===== config.mk =====
export PLATFORM = sky130hd
export DESIGN_NAME = spi_transaction_ctrl
export DESIGN_NICKNAME = d
export VERILOG_FILES = /design/src/rtl/spi_transaction_ctrl.sv
export SDC_FILE = /design/constraint.sdc
export NUM_CORES = 1
export LEC_CHECK = 0
export CELL_PAD_IN_SITES_DETAIL_PLACEMENT = 1
export CELL_PAD_IN_SITES_GLOBAL_PLACEMENT = 1
export CORE_ASPECT_RATIO = 1.2
export CORE_MARGIN = 2
export CORE_UTILIZATION = 43
export CTS_BUF_LIST = sky130_fd_sc_hd__clkbuf_16
export CTS_CLUSTER_DIAMETER = 80
export CTS_CLUSTER_SIZE = 8
export DETAILED_ROUTE_END_ITERATION = 8
export PLACE_DENSITY_LB_ADDON = 0.1
export SYNTH_ARGS = -nofsm -noshare
export SYNTH_HDL_FRONTEND = slang
export SYNTH_SLANG_ARGS = --single-unit

===== constraint.sdc =====
create_clock -name clk -period 2.85 [get_ports clk]
set_input_delay 0.7125 -clock clk [delete_from_list [all_inputs] [get_ports clk]]
set_output_delay 0.7125 -clock clk [all_outputs]
set_load 0.05 [all_outputs]

===== src/rtl/spi_transaction_ctrl.sv =====
// spi_transaction_ctrl
// Frames a transaction of 1..255 bytes around a byte-level SPI mode-3 engine.
// Chip select stays asserted for the whole transaction, with programmable
// setup, hold and deselect gaps around it. Transmit bytes arrive on a
// valid/ready stream. Each received byte leaves as a one-cycle valid pulse.
// If the engine stops answering, a per-byte timeout aborts the transaction,
// and the abort is reported on err together with done.
module spi_transaction_ctrl #(
    parameter logic [15:0] CS_SETUP_CYCLES = 16'd16,
    parameter logic [15:0] CS_HOLD_CYCLES  = 16'd16,
    parameter logic [15:0] CS_GAP_CYCLES   = 16'd4,
    parameter logic [19:0] TIMEOUT_CYCLES  = 20'hFFFFF
) (
    input  logic       clk,
    input  logic       rst,
    input  logic       start,
    input  logic [7:0] len,
    output logic       busy,
    output logic       done,
    output logic       err,
    input  logic [7:0] tx_data,
    input  logic       tx_valid,
    output logic       tx_ready,
    output logic [7:0] rx_data,
    output logic       rx_valid,
    output logic [7:0] spi_send_data,
    output logic       spi_begin,
    output logic       spi_ss,
    input  logic [7:0] spi_rx_data,
    input  logic       spi_end
);

    typedef enum logic [2:0] {
        ST_IDLE,
        ST_SETUP,
        ST_WAIT_TX,
        ST_ISSUE,
        ST_WAIT_END,
        ST_HOLD,
        ST_GAP,
        ST_DONE
    } state_t;

    state_t      state, state_d;
    logic [7:0]  remaining, remaining_d;
    logic [15:0] phase_cnt, phase_cnt_d;   // setup / hold / gap timing
    logic [19:0] tmo_cnt, tmo_cnt_d;       // per-byte wait for spi_end
    logic        abort, abort_d;           // sticky until DONE

    logic       busy_d, done_d, err_d, tx_ready_d, rx_valid_d;
    logic       spi_begin_d, spi_ss_d;
    logic [7:0] rx_data_d, spi_send_data_d;

    // Register all state and outputs; a synchronous reset returns everything to idle.
    // NOTE: sequential state uses non-blocking assignments so every register samples pre-edge values.
    always_ff @(posedge clk) begin
        if (rst) begin
            state         <= ST_IDLE;
            remaining     <= 8'h00;
            phase_cnt     <= 16'h0000;
            tmo_cnt       <= 20'h00000;
            abort         <= 1'b0;
            busy          <= 1'b0;
            done          <= 1'b0;
            err           <= 1'b0;
            tx_ready      <= 1'b0;
            rx_data       <= 8'h00;
            rx_valid      <= 1'b0;
            spi_send_data <= 8'h00;
            spi_begin     <= 1'b0;
            spi_ss        <= 1'b1;
        end else begin
            state         <= state_d;
            remaining     <= remaining_d;
            phase_cnt     <= phase_cnt_d;
            tmo_cnt       <= tmo_cnt_d;
            abort         <= abort_d;
            busy          <= busy_d;
            done          <= done_d;
            err           <= err_d;
            tx_ready      <= tx_ready_d;
            rx_data       <= rx_data_d;
            rx_valid      <= rx_valid_d;
            spi_send_data <= spi_send_data_d;
            spi_begin     <= spi_begin_d;
            spi_ss        <= spi_ss_d;
        end
    end

    // Next-state and next-output logic for the transaction sequencer.
    always_comb begin
        // NOTE: every signal gets a default before the case, so no path can infer a latch.
        state_d         = state;
        remaining_d     = remaining;
        phase_cnt_d     = 16'h0000;
        tmo_cnt_d       = tmo_cnt;
        abort_d         = abort;
        busy_d          = busy;
        done_d          = 1'b0;
        err_d           = 1'b0;
        tx_ready_d      = tx_ready;
        rx_data_d       = rx_data;
        rx_valid_d      = 1'b0;
        spi_send_data_d = spi_send_data;
        spi_begin_d     = 1'b0;
        spi_ss_d        = spi_ss;

        case (state)
            ST_IDLE: begin
                // A zero-length request is dropped without any response.
                if (start && (len != 8'h00)) begin
                    remaining_d = len;
                    spi_ss_d    = 1'b0;
                    busy_d      = 1'b1;
                    state_d     = ST_SETUP;
                end
            end

            ST_SETUP: begin
                if (phase_cnt == CS_SETUP_CYCLES - 16'd1) begin
                    tx_ready_d = 1'b1;
                    state_d    = ST_WAIT_TX;
                end else begin
                    phase_cnt_d = phase_cnt + 16'd1;
                end
            end

            ST_WAIT_TX: begin
                // Wait for the next byte for as long as it takes, with chip select held low.
                if (tx_valid && tx_ready) begin
                    spi_send_data_d = tx_data;
                    tx_ready_d      = 1'b0;
                    spi_begin_d     = 1'b1;
                    state_d         = ST_ISSUE;
                end
            end

            ST_ISSUE: begin
                // spi_begin is high for this one cycle only.
                tmo_cnt_d = 20'h00000;
                state_d   = ST_WAIT_END;
            end

            ST_WAIT_END: begin
                if (spi_end) begin
                    rx_data_d  = spi_rx_data;
                    rx_valid_d = 1'b1;
                    if (remaining != 8'h00) begin
                        remaining_d = remaining - 8'd1;
                    end
                    if (remaining == 8'd1) begin
                        state_d = ST_HOLD;
                    end else begin
                        tx_ready_d = 1'b1;
                        state_d    = ST_WAIT_TX;
                    end
                end else if (tmo_cnt == TIMEOUT_CYCLES - 20'd1) begin
                    // After an abort, no more bytes are requested.
                    abort_d = 1'b1;
                    state_d = ST_HOLD;
                end else begin
                    tmo_cnt_d = tmo_cnt + 20'd1;
                end
            end

            ST_HOLD: begin
                if (phase_cnt == CS_HOLD_CYCLES - 16'd1) begin
                    spi_ss_d = 1'b1;
                    state_d  = ST_GAP;
                end else begin
                    phase_cnt_d = phase_cnt + 16'd1;
                end
            end

            ST_GAP: begin
                // Chip select high long enough for the engine to return to idle.
                if (phase_cnt == CS_GAP_CYCLES - 16'd1) begin
                    done_d  = 1'b1;
                    err_d   = abort;
                    state_d = ST_DONE;
                end else begin
                    phase_cnt_d = phase_cnt + 16'd1;
                end
            end

            ST_DONE: begin
                busy_d  = 1'b0;
                abort_d = 1'b0;
                state_d = ST_IDLE;
            end

            default: begin
                state_d = ST_IDLE;
            end
        endcase
    end

endmodule


### Word level (Yosys, flattened, before mapping)

Cells that the tools add are included.

* register bits: 71
* bits of input ports: 29
* output and inout bits: 23
* word-level logic and storage cells: 103

* add/sub/neg operators: 3
* equality and inequality tests: 23
* muxes and demuxes: 34
* bitwise logic cells: 4
* reduce and logical (&&, ||, !) cells: 25

Operators by type and width (count)
* $mux W20: 2
* $pmux W20 S2: 1
* $mux W16: 2
* $pmux W16 S2: 1
* $mux W3: 8
* $mux W8: 3
* $pmux W3 S8: 1
* $ne A2 B2 Y1 const B: 11
* $add A20 B1 Y20 const B: 1
* $eq A20 B20 Y1 const B: 1
* $add A16 B1 Y16 const B: 1
* $eq A16 B2 Y1 const B: 1
* $eq A16 B4 Y1 const B: 1
* $pmux W8 S2: 1
* $reduce_bool A8 Y1: 2
* $eq A3 B3 Y1 const B: 4
* $mux W1: 11
* $reduce_bool A2 Y1: 5
* $reduce_and A3 Y1: 3
* $eq A8 B1 Y1 const B: 1
* $reduce_or A2 Y1: 4
* $sub A8 B1 Y8 const B: 1
* $eq A3 B2 Y1 const B: 2
* $pmux W1 S2: 3
* other kinds (12): 18

### Depth between registers and ports, before layout

* depth after elaboration: 4
* mapped depth: 8
* gate-level depth less buffers: 7

### Worst setup path before layout

No wires, ideal clock.

* path type: input port to flip-flop
* start point: in spi_end
* end point: reg tmo_cnt[11]
* library setup time: 0.071 ns
* arrival time: 1.907 ns
* data required time: 2.779 ns
* path slack: 0.872 ns
* cell stages on the path: 6
* path buffers: 1
* cell sequence: nor4b_4 o211ai_1 a21o_1 buf_2 or3_1 a21oi_1

* longest elaborated chain between the ends: 2

Ends and longest elaborated chain
* start: declaration: RTL line 30 `input logic spi_end`
* $ne A2 B2 Y1 (no line)
* $reduce_and A3 Y1 (no line)
* end signal: assignment: RTL line 76 `tmo_cnt <= tmo_cnt_d;`
* end: declaration: RTL line 47 `logic [19:0] tmo_cnt, tmo_cnt_d;`

Every way passes these cells.
A chain may end at the register's enable or synchronous reset.

### Worst setup path after layout

* start point: in spi_end
* end point: reg tmo_cnt[17]

Same word-level chain as after synthesis.

==> results.md <==
* Outcome: complete, no violations
* Post-synth top flop: dfxtp_1
* Most frequent cells after synthesis: dfxtp_1 (71), nor2_1 (51), nand2_1 (43)
* Compound-Gate Fraction of Synth Area at 0.159
* Slew margin rel. at 0.512
* Period utilization at 0.823
* Syn_nets at between 400 and 500
* Post-layout util at 0.559
* Final min period at 2.34 ns
* Worst Skew at 0.00568 ns
* Initial Util at 0.442
* Clock power frac at 0.470
* Psw at roughly 570 uW
* Share of post-route cells with drive strength above 1 at 0.0716
* Die area at 8550 um2
* Int Power at 1780 uW
* I/O pin count at 52
* Die X at 84.8 um
* # Post-CTS Setup Buffers at 0
* Critical Path RT at slightly above 3 ns
* Post-Syn Area at 3370 um2
* Seq cells post-synth at 71
* Layout area overhead at 26.5%
* Largest family of logic cells by synthesized area: simple AND/OR/NAND/NOR gates
* FP Rows at 35
* Sequential Power Share at 0.444
* Routability cong. at ~0.83
* # port buffers at 51
* DRC at 0
* Root Driver: clkbuf_16
* Setup TNS at 0 ns
* Leak at 0.00144 uW
* Area leader, netlist: dfxtp_1
* Routed Antenna Nets at 0
* Core area at 7620 um2
* Worst Hold Launch: phase_cnt[0]
* Largest net degree at the start of global routing at 36
* Power density over the cells at 552 nW/um2
* Fmax at 427 MHz
* Synth Area in Adders at 0.0223
* TritonCTS buffer count at 9
* Maximum VDD drop at 394 uV
* Fin. Hold Viols at 0
* Clock insertion delay at the later pin of the skew report at 0.32 ns
* N_diodes at 0
* Post-synthesis xor/xnor area fraction at 0.0520
* Max Cap Violations at 0
* Post-synthesis sequential area ratio at 0.422
* Most common cell in the netlist: dfxtp_1
* Dpl cells at around 540
* Synth area leaders: dfxtp_1 (42%), nor2_1 (5.7%), a21oi_1 (5.4%)
* First-pass GRT wire length at approximately 15 mm
* Mux share of post-synthesis cell area at 0.0268
* Final design area excluding fillers at 4260 um2
* Tot Pwr at 2350 uW
* Vias in the first global route at around 3200
* Sw frac at 0.244
* Crit-path max FO at 18
* # setup viols final at 0
* Non-Filler Instances at 553
* Simple-gate portion of the synthesized area at 0.286
* Bufs on Longest Clock Path at 2
* Critical Path Sink Type: flip-flop
* Synth warnings at 0
* Die Y at between 100 and 150 um
* Setup CP Type: in -> reg
* R2r setup slk at a little under 0.6 ns
* Comb power frac at 0.086
* Class of the worst hold path: reg -> reg
* CTS tree: done
* Unrepaired setup endpoints after global routing: false
* Drt first pass iters at 4
* Yosys cell types at 53
* Total gr overflow at 0
* Share of synthesized flip-flops with an asynchronous set or reset at 0
* Worst Path Arrival at 2.58 ns
* Total wire length at 8.80 mm
* Clock sink count at 71
* Resized cells post-CTS at 0
* 1st-iter DRT viols at 83
* Vias at between 3000 and 4000
* Initial antenna violation count at 0
* R2r startpoint: state[0]
* Gate Count Post-Synth at about 400
* Mapped Avg Cell Area at 8.33 um2
* Wire length per cell at 15.9 um
* Placed standard-cell area at 3960 um2
* Max-slew violation count at 0
* EDFF count, synth at 0
* Final nets at roughly 490
* DP Wirelength at 6.34 mm
* Post-synth top area share at 0.422
* Worst Setup SP: spi_end
* Filler instances at 920
* Critical Path Start Type: primary input
* Clock slew seen by the registers of the worst setup and hold paths at 0.06 ns
* Worst Max-Slew Pin Slew at approximately 0.73 ns
* Post-CTS Hold Fix Bufs at 0
* Tot GR Track Use at 0.219
* H-tree Lvls at 3
* Drt via density at 5.69
state kept, by name, indices dropped and copies added, names as in the netlist:
register / count
tmo_cnt: 20
spi_send_data: 8
rx_valid: 1
spi_ss: 1
rx_data: 8
abort: 1
busy: 1
remaining: 8
done: 1
err: 1
state: 3
phase_cnt: 16
tx_ready: 1
spi_begin: 1
metrics by stage:
step / hold slack (ns) / setup slack [ns]
detailed placement: 0.441 / 0.160
floorplan: 0.412 / 0.872
global placement: 0.423 / 0.252
global route: 0.475 / 0.349
finish: 0.450 / 0.506
CTS: 0.456 / 0.496
power groups by stage:
stage	registers (uW)	logic, uW	clock network (uW)
floorplan	1060	124	0
global placement	1060	197	0
detailed placement	1060	202	0
CTS	1040	205	1140
global route	1050	227	1170
finish	1040	203	1110
logic make-up (layout without fill, tap and decap cells):
group | after synthesis | count (layout)
AND/OR/NAND/NOR | 187 | 187
multiplexers | 9 | 9
buffers and inverters | 25 | 82
adder cells (fa/ha/maj) | 6 | 6
flip-flops | 71 | 71
AO/OA/AOI/OAI | 86 | 86
XOR/XNOR | 20 | 20
routing by layer:
| layer | vias to the layer above | GRT usage | routed length (um) |
|---|---|---|---|
| met5 | - | 0 | 0 |
| met4 | 0 | 0.0806 | 148 |
| met3 | 14 | 0.0410 | 270 |
| met2 | 45 | 0.403 | 4700 |
| met1 | 1541 | 0.251 | 3680 |
| li1 | 1545 | - | - |
path summary, 6_finish.rpt:
check,end,cells after the start
max,tmo_cnt[17],6
min,phase_cnt[0],1
max reg2reg,tmo_cnt[17],5
min reg2reg,phase_cnt[0],1
critical path: stages:
cell and delay (ns):
clkdlybuf4s50_1 0.51, nor4b_4 0.29, o211ai_1 0.14, a21o_1 0.32, or4_1 0.46, a21oi_1 0.15
layout make-up:
cell class | instances | area [um2] | share of cell area
clock inverters | 7 | 71.3 | 0.0167
inverters | 9 | 33.8 | 0.00793
well taps | 92 | 115 | 0.0270
clock buffers | 9 | 225 | 0.0529
repair buffers | 57 | 556 | 0.130
multi-input cells | 308 | 1840 | 0.431
flip-flops and latches | 71 | 1420 | 0.334
layout by cell type (no fill, tap or decap), drive strengths merged, types with 8 or more instances in the layout:
cell	count
nor2	53
xnor2	12
o21ai	18
a21oi	36
clkdlybuf4s50	51
xor2	8
nor3	10
nand4	10
mux2i	9
or3	12
nand2	43
dfxtp	71
nand3	17
or4	8
and3	8
inv	11
clkbuf	9
(Power assumes the default switching activity.)
